==> config.mk <==
export PLATFORM = sky130hd
export DESIGN_NAME = scan_chain_ctrl
export DESIGN_NICKNAME = d
export VERILOG_FILES = /design/src/rtl/scan_pkg.sv /design/src/rtl/scan_misr.sv /design/src/rtl/scan_chain_ctrl.sv
export SDC_FILE = /design/constraint.sdc
export NUM_CORES = 1
export LEC_CHECK = 0
export CAP_MARGIN = 25
export CORE_MARGIN = 2
export CORE_UTILIZATION = 34
export DETAILED_ROUTE_END_ITERATION = 10
export PLACE_DENSITY_LB_ADDON = 0.1
export SYNTH_ARGS = -nofsm -noshare
export SYNTH_HDL_FRONTEND = slang
export SYNTH_SLANG_ARGS = --single-unit
==> constraint.sdc <==
create_clock -name clk -period 1.3 [get_ports clk]
set_input_delay 0.195 -clock clk [delete_from_list [all_inputs] [get_ports clk]]
set_output_delay 0.195 -clock clk [all_outputs]
set_load 0.1 [all_outputs]
==> src/rtl/scan_pkg.sv <==
// scan_pkg: shared FSM state type and MISR constant for scan_chain_ctrl.
// MISR_POLY is consumed only when SCAN_CHAIN_MISR_EN is defined.
package scan_pkg;

    typedef enum logic [2:0] {
        IDLE,
        LOAD,
        CAPTURE,
        UNLOAD,
        DONE
    } scan_state_e;

    localparam logic [7:0] MISR_POLY = 8'h1D;

endpackage

==> src/rtl/scan_misr.sv <==
// scan_misr: Galois-form signature register over the unloaded responses.
// Instantiated by scan_chain_ctrl only when SCAN_CHAIN_MISR_EN is defined.
module scan_misr #(
    parameter int WIDTH = 8
) (
    input  logic             clk,
    input  logic             rst_n,
    input  logic             clear,
    input  logic             en,
    input  logic [WIDTH-1:0] data,
    output logic [WIDTH-1:0] sig
);
    import scan_pkg::*;

    localparam logic [WIDTH-1:0] POLY = WIDTH'(MISR_POLY);

    logic [WIDTH-1:0] fb;

    // polynomial feedback when the MSB shifts out
    always_comb begin
        fb = sig[WIDTH-1] ? POLY : '0;
    end

    // seed 0 at test start, fold one word per enabled cycle
    always_ff @(posedge clk or negedge rst_n) begin
        if (!rst_n) begin
            sig <= '0;
        end else if (clear) begin
            sig <= '0;
        end else if (en) begin
            sig <= {sig[WIDTH-2:0], 1'b0} ^ fb ^ data;
        end
    end

endmodule

==> src/rtl/scan_chain_ctrl.sv <==
// scan_chain_ctrl: load / capture / unload sequencer for one scan chain.
// Optional MISR signature enabled by defining SCAN_CHAIN_MISR_EN.
module scan_chain_ctrl #(
    parameter int WIDTH     = 8,
    parameter int CHAIN_LEN = 16
) (
    input  logic             clk,
    input  logic             rst_n,
    input  logic             start,
    input  logic             pat_valid,
    input  logic [WIDTH-1:0] pat_data,
    output logic             pat_ready,
    output logic             scan_se,
    output logic [WIDTH-1:0] scan_si,
    input  logic [WIDTH-1:0] scan_so,
    output logic             resp_valid,
    output logic [WIDTH-1:0] resp_data,
    output logic             busy,
    output logic             done,
    output logic             err,
    output logic [WIDTH-1:0] signature
);
    import scan_pkg::*;

    localparam int CNT_W = $clog2(CHAIN_LEN);
    localparam logic [CNT_W-1:0] LAST = CNT_W'(CHAIN_LEN - 1);
    localparam logic [CNT_W-1:0] ONE  = CNT_W'(1);

    scan_state_e      state;
    logic [CNT_W-1:0] cnt;

    // sequencer: state, per-state counter and registered status outputs
    always_ff @(posedge clk or negedge rst_n) begin
        if (!rst_n) begin
            state      <= IDLE;
            cnt        <= '0;
            done       <= 1'b0;
            err        <= 1'b0;
            resp_valid <= 1'b0;
            resp_data  <= '0;
        end else begin
            done       <= 1'b0;
            err        <= 1'b0;
            resp_valid <= 1'b0;
            unique case (state)
                IDLE: begin
                    if (start) begin
                        state <= LOAD;
                        cnt   <= '0;
                    end
                end
                LOAD: begin
                    if (!pat_valid) begin
                        state <= IDLE;
                        cnt   <= '0;
                        err   <= 1'b1;
                    end else if (cnt == LAST) begin
                        state <= CAPTURE;
                        cnt   <= '0;
                    end else begin
                        cnt <= cnt + ONE;
                    end
                end
                CAPTURE: begin
                    state <= UNLOAD;
                    cnt   <= '0;
                end
                UNLOAD: begin
                    resp_valid <= 1'b1;
                    resp_data  <= scan_so;
                    if (cnt == LAST) begin
                        state <= DONE;
                        cnt   <= '0;
                        done  <= 1'b1;
                    end else begin
                        cnt <= cnt + ONE;
                    end
                end
                DONE: begin
                    state <= IDLE;
                    cnt   <= '0;
                end
                default: begin
                    state <= IDLE;
                    cnt   <= '0;
                end
            endcase
        end
    end

    // scan controls decode straight from the state
    always_comb begin
        scan_se   = 1'b0;
        scan_si   = '0;
        pat_ready = 1'b0;
        unique case (state)
            LOAD: begin
                scan_se   = 1'b1;
                scan_si   = pat_data;
                pat_ready = 1'b1;
            end
            UNLOAD: begin
                scan_se = 1'b1;
            end
            default: begin
                scan_se = 1'b0;
            end
        endcase
    end

    assign busy = (state != IDLE);

`ifdef SCAN_CHAIN_MISR_EN
    logic misr_clear;
    logic misr_en;

    // scan_so is folded on the same edge that registers resp_data,
    // so the signature already covers the last word while done is high
    assign misr_clear = (state == IDLE) && start;
    assign misr_en    = (state == UNLOAD);

    scan_misr #(
        .WIDTH (WIDTH)
    ) u_misr (
        .clk   (clk),
        .rst_n (rst_n),
        .clear (misr_clear),
        .en    (misr_en),
        .data  (scan_so),
        .sig   (signature)
    );
`else
    assign signature = '0;
`endif

endmodule
==> impl_metrics.tcl <==
set metrics [dict create \
    status "finished, violations left" \
    failed_checks "setup timing" \
    dr.pass1.iters 3 \
    numCtsBuffers 3 \
    period_needed_ns 1.59 \
    yosysSeqAreaShare 0.485 \
    crit_type "reg -> out" \
    critPathArrivalTime_ns 1.40 \
    n_antenna_cell 0 \
    rsz0062_at_grt "true" \
    endpoint_kind "primary output" \
    synth_cell_types 31 \
    overflow 0 \
    ios 50 \
    rows 18 \
    setup_violations 25 \
    r2r_start "state[2]$_DFFE_PN0P_" \
    clk_latency_ns 0.29 \
    syn_area_um2 928 \
    core_um2 2520 \
    die-area_um2 3160 \
    top_layer_used "met4" \
    post-place-cells 158 \
    hold_violations 0 \
    finalWorstSetupSlack_ns -0.292 \
    maxCapViolCount 0 \
    first_global_vias 780 \
    mostFrequentLayoutCells "23 x buf_12, 19 x clkdlybuf4s50_1, 17 x buf_4, 16 x dfrtp_1, 9 x and2_4" \
    skew_ns 0.0111 \
    cp_max_fo 6 \
    synthTopCellsByArea "dfrtp_1 49%, mux2_4 13%, buf_4 6.5%" \
    synth_seq_cells 18 \
    met3_length_um 109 \
    antenna_found_initial 0 \
    area_delta_synth_final_pct 105 \
    grt.total_usage 0.162 \
    critPathLaunchType "flop" \
    initial_core_util 0.368 \
    ys_warn_count 0 \
    netlist_instances 76 \
    reg2reg_depth 7 \
    drt_iter0_drc 6 \
    clk_pin_slew_worst_paths_ns 0.11 \
    routed-wl-met2_mm 1.49 \
    htreeDepth 1 \
    die_w_um 56.3 \
    final_common_cell "buf_12" \
    grt_pass1_wl_mm 3.94 \
    routed_wl_mm 2.59 \
    post_route_cells_drive_above_1_share 0.566 \
    syn_area_per_cell_um2 12.2 \
    fmax_ghz 0.628 \
    required_ns 1.11 \
    die_h_um 56.3 \
    place.gp.congestion 0.744 \
    port-buffer-count 41 \
    cts_tree "done" \
    drc 0 \
    holdWs_ns 0.233 \
    grt_max_degree 19 \
    hold_class "in -> async" \
    vias 814 \
    synth_top_area_frac 0.485 \
    maxSlewViolCount 0 \
    via_per_inst 4.71 \
    finalCritPeriodShare 1.22 \
    rr_endpoint "resp_data[6]$_DFFE_PN0N_" \
    root_buffer "clkbuf_4" \
    synth_edf_count 0 \
    yosys.area.top_type "dfrtp_1" \
    reg2reg_slack_ns -0.23 \
    hold_buffers 0 \
    wl_per_cell_um 15.0 \
    cts_buffer_depth 2 \
    synthArstFlopShare 1.00 \
    cts_sinks 18 \
    nets 165 \
    synth_flop_cell "dfrtp_1" \
    ant_nets 0 \
    fin_cells 173 \
    wl_met1_um 973 \
    hpwl_mm 1.80 \
]
layer usage:
layer,global-route usage,vias to the layer above
met5,0,-
met4,0.0204,0
met3,0.0438,2
met2,0.299,23
met1,0.193,399
li1,-,390
area by class of cell:
type / count / area, µm²
Tap cell: 30 / 37.5
Fill cell: 178 / 618
Timing Repair Buffer: 63 / 823
Multi-Input combinational cell: 56 / 534
Inverter: 2 / 20.0
Clock buffer: 4 / 36.3
Sequential cell: 18 / 453
critical path: stages, from the launching register on:
cell	delay [ns]
dfrtp_1	0.41
nand2b_4	0.18
buf_4	0.15
buf_12	0.13
inv_12	0.06
buf_12	0.16
Yosys cell counts, types with 2 or more instances:
master and number:
dfrtp_1 18, nor3_1 2, nand2_1 3, and2_1 9
buf_4 8, and3_1 3, mux2_4 8, nor2_1 2
what timing repair did:
action,in CTS,in global routing
pin swaps,13,5
gates resized for setup,10,10
buffers inserted,6,4
endpoints found under the setup margin,23,25
gates cloned,2,0
logic make-up (layout without fill, tap and decap cells):
| group | Yosys count | count (layout) | share of synthesized area |
|---|---|---|---|
| buf+inv | 11 | 69 | 0.0809 |
| simple gates | 29 | 31 | 0.216 |
| fa+ha+maj | 1 | 1 | 0.0135 |
| compound gates | 8 | 8 | 0.0714 |
| other cells | 1 | 8 | 0.00404 |
| mux | 8 | 8 | 0.129 |
| flops | 18 | 18 | 0.485 |
per-stage QoR:
| stage | TNS, ns | cell area, µm² | worst slack, ns | utilization |
|---|---|---|---|---|
| after global placement | -1.02 | 1690 | -0.0957 | 0.671 |
| final | -4.96 | 1900 | -0.292 | 0.755 |
| after detailed placement | -1.27 | 1690 | -0.132 | 0.671 |
| after floorplan | -5.61 | 980 | -0.532 | - |
| after global routing | -6.68 | 1900 | -0.356 | 0.755 |
| after CTS | -3.65 | 1830 | -0.286 | 0.724 |
state kept, by name, summed over array words and instances (netlist names):
signal and cells:
resp_data 8, cnt 4, state 3, done 1
err 1, resp_valid 1
how the worst max path moves through the flow:
| stage | startpoint | end | slack (ns) |
|---|---|---|---|
| final | state[2]$_DFFE_PN0P_ | scan_se | -0.29 |
| after global routing | state[2]$_DFFE_PN0P_ | scan_si[7] | -0.36 |
| after CTS | state[2]$_DFFE_PN0P_ | scan_si[2] | -0.29 |
| after detailed placement | start | cnt[3]$_DFFE_PN0P_ | -0.13 |
| after global placement | start | cnt[3]$_DFFE_PN0P_ | -0.1 |
| after floorplan | state[2]$_DFFE_PN0P_ | scan_si[0] | -0.53 |
Power is not shown: default switching activity piles up to over one toggle a cycle in this logic, so the estimate is an artifact.
